### src/rtl/if_stage_pkg.sv
// Shared bus layouts and constants for the fetch stage and its neighbours.
package if_stage_pkg;

  localparam int PS_TO_FS_BUS_WD = 41;
  localparam int FS_TO_DS_BUS_WD = 72;

  localparam logic [5:0] ECODE_ADEF = 6'h08;
  localparam logic [5:0] ECODE_PIF  = 6'h03;
  localparam logic [5:0] ECODE_PPI  = 6'h07;

  typedef struct packed {
    logic        s0_ex;
    logic        s0_refill_ex;
    logic [5:0]  ecode;
    logic        ps_ex;
    logic [31:0] pc;
  } ps_to_fs_t;

  typedef struct packed {
    logic        fs_ex;
    logic        fs_refill;
    logic [5:0]  ecode;
    logic [31:0] inst;
    logic [31:0] pc;
  } fs_to_ds_t;

endpackage

### src/rtl/if_stage_fs_inst_buf.sv
// One-entry skid buffer: parks an instruction that arrived while ID stalled,
// otherwise passes the SRAM word straight through.
module fs_inst_buf (
  input  logic        clk,
  input  logic        reset,
  input  logic        load,
  input  logic        clear,
  input  logic [31:0] rdata,
  output logic        buf_valid,
  output logic [31:0] inst
);

  logic [31:0] buf_q;

  always_ff @(posedge clk) begin
    if (reset) begin
      buf_valid <= 1'b0;
      buf_q     <= 32'h0;
    end else if (clear) begin
      buf_valid <= 1'b0;
    end else if (load) begin
      buf_valid <= 1'b1;
      buf_q     <= rdata;
    end
  end

  assign inst = buf_valid ? buf_q : rdata;

endmodule

### src/rtl/if_stage.sv
// Fetch stage: pairs pre-IF PCs with inst-SRAM responses, drops responses of
// cancelled/wrong-path requests, and hands {ex, inst, pc} to ID.
module if_stage
  import if_stage_pkg::*;
#(
  parameter int CANCEL_CNT_W = 2
) (
  input  logic                       clk,
  input  logic                       reset,
  input  logic                       ps_to_fs_valid,
  input  logic [PS_TO_FS_BUS_WD-1:0] ps_to_fs_bus,
  output logic                       fs_allowin,
  input  logic                       ps_discard,
  input  logic                       data_ok,
  input  logic [31:0]                inst_sram_rdata,
  input  logic                       ds_allowin,
  input  logic                       br_flush,
  input  logic                       ws_flush,
  output logic                       fs_to_ds_valid,
  output logic [FS_TO_DS_BUS_WD-1:0] fs_to_ds_bus
);

  localparam logic [CANCEL_CNT_W-1:0] CNT_MAX = '1;

  logic                    fs_valid;
  ps_to_fs_t               fs_bus_r;
  logic [CANCEL_CNT_W-1:0] cancel_cnt, cnt_nxt;
  logic                    buf_valid;
  logic [31:0]             buf_inst;
  fs_to_ds_t               out_bus;

  logic fs_ex, flush, cnt_drop, hit, stray, ready_go, accept, handoff;
  logic cnt_inc, cnt_dec;

  assign fs_ex    = fs_bus_r.ps_ex;
  assign flush    = br_flush | ws_flush;
  assign cnt_drop = data_ok & (cancel_cnt != '0);
  assign hit      = data_ok & (cancel_cnt == '0) & ~ps_discard
                  & fs_valid & ~fs_ex & ~buf_valid;
  assign stray    = data_ok & (cancel_cnt == '0) & ~ps_discard & ~hit;

  assign ready_go       = fs_ex | buf_valid | hit;
  assign fs_allowin     = ~fs_valid | (ready_go & ds_allowin);
  assign fs_to_ds_valid = fs_valid & ready_go & ~flush;
  assign accept         = ps_to_fs_valid & fs_allowin;
  assign handoff        = fs_to_ds_valid & ds_allowin;

  fs_inst_buf u_inst_buf (
    .clk       (clk),
    .reset     (reset),
    .load      (hit & ~ds_allowin & ~flush),
    .clear     (accept | flush | handoff),
    .rdata     (inst_sram_rdata),
    .buf_valid (buf_valid),
    .inst      (buf_inst)
  );

  // A flushed PC whose response is still outstanding owes us one drop.
  assign cnt_inc = flush & fs_valid & ~fs_ex & ~buf_valid & ~hit;
  assign cnt_dec = cnt_drop;

  always_comb begin
    cnt_nxt = cancel_cnt;
    if (cnt_inc && !cnt_dec)
      cnt_nxt = (cancel_cnt == CNT_MAX) ? cancel_cnt : cancel_cnt + 1'b1;
    else if (!cnt_inc && cnt_dec)
      cnt_nxt = cancel_cnt - 1'b1;
  end

  always_ff @(posedge clk) begin
    if (reset) begin
      fs_valid   <= 1'b0;
      fs_bus_r   <= '0;
      cancel_cnt <= '0;
    end else begin
      cancel_cnt <= cnt_nxt;
      if (accept) begin
        fs_valid <= 1'b1;
        fs_bus_r <= ps_to_fs_t'(ps_to_fs_bus);
      end else if (flush || handoff) begin
        fs_valid <= 1'b0;
      end
    end
  end

  always_ff @(posedge clk) begin
    if (!reset) begin
      assert (!stray) else $error("if_stage: stray data_ok with no pending request");
      assert (!(cnt_inc && !cnt_dec && cancel_cnt == CNT_MAX))
        else $error("if_stage: cancel counter saturated");
    end
  end

  // Refill is only meaningful as a qualifier of a TLB-stage exception.
  always_comb begin
    out_bus.fs_ex     = fs_ex;
    out_bus.fs_refill = fs_bus_r.s0_refill_ex & fs_bus_r.s0_ex;
    out_bus.ecode     = fs_bus_r.ecode;
    out_bus.inst      = fs_ex ? 32'h0 : buf_inst;
    out_bus.pc        = fs_bus_r.pc;
  end

  assign fs_to_ds_bus = out_bus;

endmodule

### config.mk
export PLATFORM = sky130hd
export DESIGN_NAME = if_stage
export DESIGN_NICKNAME = d
export VERILOG_FILES = /design/src/rtl/if_stage_pkg.sv /design/src/rtl/if_stage_fs_inst_buf.sv /design/src/rtl/if_stage.sv
export SDC_FILE = /design/constraint.sdc
export NUM_CORES = 1
export LEC_CHECK = 0
export BUFFER_PORTS_ARGS = -buffer_cell sky130_fd_sc_hd__buf_2
export CAP_MARGIN = 20
export CORE_ASPECT_RATIO = 1.1
export CORE_MARGIN = 2
export CORE_UTILIZATION = 50
export CTS_BUF_LIST = sky130_fd_sc_hd__clkbuf_8 sky130_fd_sc_hd__clkbuf_16
export DETAILED_ROUTE_END_ITERATION = 6
export PLACE_DENSITY = 0.83
export SYNTH_ARGS = -nofsm -noshare
export SYNTH_HDL_FRONTEND = slang
export SYNTH_HIERARCHICAL = 1
export SYNTH_SLANG_ARGS = --single-unit
### constraint.sdc
create_clock -name clk -period 6 [get_ports clk]
set_input_delay 1.2 -clock clk [delete_from_list [all_inputs] [get_ports clk]]
set_output_delay 1.2 -clock clk [all_outputs]
set_load 0.005 [all_outputs]
# Yosys cells after proc, flatten, opt, wreduce, memory -nomap -nowiden

Cells that the tools add are included.

Output and inout port bits: 74
Memories kept: 0
Bits in registers: 77
Latch bits: 0
ROM bits: 0
RAM bits: 0

Bitwise logic cells: 32
Reduce and logical (&&, ||, !) cells: 12
Shifts and indexed selects: 0
Divide/modulo/power cells: 0
Mux-type cells: 7
Equal/unequal tests: 2
Multipliers: 0
$lt $le $gt $ge: 0
Add/subtract/negate cells: 2

Operators with widths:

| kind                | count |
|---|---|
| $mux 32             | 2 |
| $and 1x1->1         | 18 |
| $not 1->1           | 8 |
| $mux 2              | 3 |
| $or 1x1->1          | 6 |
| $reduce_bool 2->1   | 3 |
| $reduce_and 2->1    | 2 |
| $add 2x1->2 const B | 1 |
| $eq 2x2->1 const B  | 1 |
| $logic_and 1x1->1   | 2 |
| $logic_not 1->1     | 2 |
| $logic_not 2->1     | 1 |
| $mux 1              | 2 |
| $ne 2x2->1 const B  | 1 |
| $reduce_or 2->1     | 1 |
| $sub 2x1->2 const B | 1 |
| $logic_or 1x1->1    | 1 |

# Longest topological paths before layout

Word-level depth: 14
Gate-level depth with buffers: 9
Gate-level depth less buffers: 5

# Cells and area by module

Netlist, hierarchy kept.

By module, submodules not included:

| module      | area each (µm²) | sequential area each (µm²) | cells an instance | instances |
|---|---|---|---|---|
| if_stage    | 2265.9          | 880.8                      | 287               | 1 |
| fs_inst_buf | 1930.6          | 660.6                      | 184               | 1 |

# Worst setup path after synthesis

Ideal clock, no wire load.

Path kind: input-to-output
Start point: in ps_discard
End point: out fs_allowin
Slack: 3.022 ns
Stages: 3
Arrival: 1.778 ns
Data required time: 4.800 ns
Cell sequence: nor4b_4 -> o31ai_1 -> nand2_1

Longest elaborated chain between the ends: 8

Ends and longest elaborated chain:

| what                      | RTL line       | source |
|---|---|---|
| start, declared           | if_stage.sv:13 | `input logic ps_discard,` |
| $not 1->1                 | -              |  |
| $and 1x1->1               | -              |  |
| $and 1x1->1 (3 in series) | if_stage.sv:39 | `& fs_valid & ~fs_ex & ~buf_valid;` |
| $or 1x1->1                | if_stage.sv:42 | `assign ready_go = fs_ex \| buf_valid \| hit;` |
| $and 1x1->1               | if_stage.sv:43 | `assign fs_allowin = ~fs_valid \| (ready_go & ds_allowin);` |
| $or 1x1->1                | if_stage.sv:43 |  |
| end, declared             | if_stage.sv:12 | `output logic fs_allowin,` |

No other way between the ends.

# Final worst setup path

Start point: in data_ok
End point: out fs_allowin

Longest elaborated chain between the ends: 8

Ends and longest elaborated chain:

| what                      | RTL line       | source |
|---|---|---|
| start, declared           | if_stage.sv:14 | `input logic data_ok,` |
| $and 1x1->1 (2 in series) | -              |  |
| $and 1x1->1 (3 in series) | if_stage.sv:39 |  |
| $or 1x1->1                | if_stage.sv:42 |  |
| $and 1x1->1               | if_stage.sv:43 |  |
| $or 1x1->1                | if_stage.sv:43 |  |

No other way between the ends.

==> impl_metrics.toml <==
[run_status]
status = "finished clean"

[setup_path]
crit_path_end_kind = "output port"
crit_required_ns = 4.80
slowest_delay_ns = 0.37
cp-start-kind = "input port"
cp_top_family = "simple AND/OR/NAND/NOR gates"
cp_slowest_cell = "nor4b_4"
worstPathArrival_ns = 2.13
cp_max_fo = 7
cp_num_buf_inv = 2
criticalPathCategory = "in2out"
crit_chain = "buf_2, nor4b_4, o31ai_1, nand2_1, buf_2"
cpMostUsedCell = "buf_2"

[clock_tree]
cts_hold_buf = 0
cts_tree = "done"
ctsLongestPathBuffers = 2
root_buffer = "clkbuf_8"
numCtsBuffers = 9
clock-sinks = 77
htree_num_levels = 3
cts_resized = 0
cts_setup_buffers = 0
clkLatencyLatePin_ns = 0.33
clkTransAtPathRegs_ns = 0.08

[power]
power.density_nw_per_um2 = 240.5
vdd_drop_max_mv = 0.1006
power_mw = 1.178
p_leak_nw = 2.113

[finish]
regArea_um2 = 1543
layout_common_cells = "buf_2, nand2_1, dfxtp_1, a21oi_1"
post-route-util_pct = 59.18
drive_gt1_share_pct = 40.25
diodes = 0
fillers = 719
syn_to_final_growth_pct = 16.73
multiInputGateArea_um2 = 2121
final_common_cell = "buf_2"
nets = 646

[synth]
synth_cells = 471
seq_area_frac_synth_pct = 36.73
ys_async_sr_fraction_pct = 0
ys_types = 37
synth_edf_count = 0
ys_seq_elements = 77
ys_warn_count = 6
synth_area_um2 = 4197
yosys_most_used_dff = "dfxtp_1"
syn_area_per_cell_um2 = 8.910
syn_nets = 552

[sta]
setup_viol = 0
hold_viol = 0
holdWs_ns = 0.4535
worstMarginPinSlew_ns = 0.9379
slew_violations = 0
slew_headroom_pct = 37.48
skew_ns = 0.009909
fin_crit_sh_pct = 55.56
post-route-min-period_ns = 3.334
grt_setup_unrepaired = "no"
finalSetupTns_ns = 0
setup_slack_ns = 2.666
fmax_mhz = 300.0

[global_route]
antenna_found_initial = 0
grt_pass1_wl_mm = 14.68
grt_max_degree = 110
grt_pass1_vias = 3251
grt_util_all_layers_pct = 19.31
overflow = 0

[flow_run]
maxCapViolCount = 0

[detailed_routing]
finalWirelength_mm = 8.968
wl_per_cell_um = 13.19
drc = 0
drt_first_pass_iters = 4
final_antenna_net_count = 0
via_count = 3478
viasPerCell = 5.115
drtIter0Drc = 125

[floorplan]
start_util_pct = 50.70
boundaryPins = 155
dieHeight_um = 100.1
rows = 35
core_um2 = 8277
die_w_um = 91.35
dieArea_um2 = 9143

[placed_design]
place_hpwl_mm = 5.946
pre_cts_ws_ns = 2.124
placement.io_buffers = 154
gp_congestion = 0.7801

[min_path]
hold_class = "reg2reg"
## stage by stage
stage	std cells	area, µm²
after floorplan	471	4197
after global placement	663	4607
after detailed placement	663	4607
after CTS	678	4843
after global routing	680	4898
final	680	4898
## cells by family after synthesis
group | Yosys count | synth area share, %
multiplexers | 33 | 9.660
AO/OA/AOI/OAI | 84 | 11.60
buffers and inverters | 78 | 12.88
flip-flops | 77 | 36.73
AND/OR/NAND/NOR | 199 | 29.13
## final timing paths
check | slack (ns) | cells past startpoint | to | from
setup reg to reg | 2.73 | 7 | u_inst_buf/buf_q[28] | u_inst_buf/buf_valid
setup / recovery | 2.67 | 5 | fs_allowin | data_ok
hold reg to reg | 0.45 | 2 | fs_to_ds_bus[1] | fs_to_ds_bus[1]
hold / removal | 0.45 | 2 | fs_to_ds_bus[1] | fs_to_ds_bus[1]
## power by group
part / total (mW) / switching [mW] / leakage (nW) / internal [mW]
logic: 0.178 / 0.0850 / 1.37 / 0.0932
clock network: 0.460 / 0.185 / 0.119 / 0.275
registers: 0.539 / 0.00966 / 0.628 / 0.530
total: 1.18 / 0.280 / 2.11 / 0.898
## cells in the mapped netlist, types with 2 or more instances
| library cell | instances | share of area (%) |
|---|---|---|
| a21oi_2 | 8 | 1.7 |
| nand3_1 | 2 | 0.24 |
| buf_6 | 10 | 2.7 |
| o21ai_0 | 4 | 0.48 |
| buf_4 | 42 | 7.5 |
| nand4bb_1 | 32 | 8.6 |
| nor2b_1 | 29 | 4.3 |
| nor2_1 | 4 | 0.36 |
| nor3_1 | 2 | 0.24 |
| nand2_1 | 84 | 7.5 |
| clkbuf_1 | 12 | 1.1 |
| dfxtp_1 | 77 | 37 |
| nor3b_1 | 2 | 0.36 |
| nand2b_1 | 32 | 4.8 |
| mux2_4 | 9 | 3.2 |
| and2b_2 | 4 | 0.83 |
| o21ai_1 | 30 | 3.6 |
| buf_2 | 11 | 1.3 |
| mux2_2 | 24 | 6.4 |
| a21oi_1 | 36 | 4.3 |
## sequential cells by signal, indices dropped and copies added, names as in the netlist
name and cells:
fs_ex 1, fs_bus_r 2, cancel_cnt 2, fs_valid 1, u_inst_buf/buf_q 32, fs_to_ds_bus 38
u_inst_buf/buf_valid 1
## cell type report
class                   count  share of cell area (%)
multi-input cells         316                   43.29
clock inverters             6                   2.299
well taps                 111                   2.835
repair buffers            160                   17.47
flip-flops and latches     77                   31.49
clock buffers               9                   2.529
inverters                   1                 0.07663
## worst min-delay path, delay by kind of cell (launching register included)
family          cells  cell delay (ns)
compound gates      1             0.05
simple gates        1             0.05
flops               1             0.31
## metal layers
layer	vias up	part of all wire, %	track usage [%]
met1	1608	45	23.39
met2	134	48	34.76
li1	1732	-	-
met4	0	0.62	6.410
met5	-	0	0
met3	4	6.3	3.378
(Power assumes the default switching activity.)
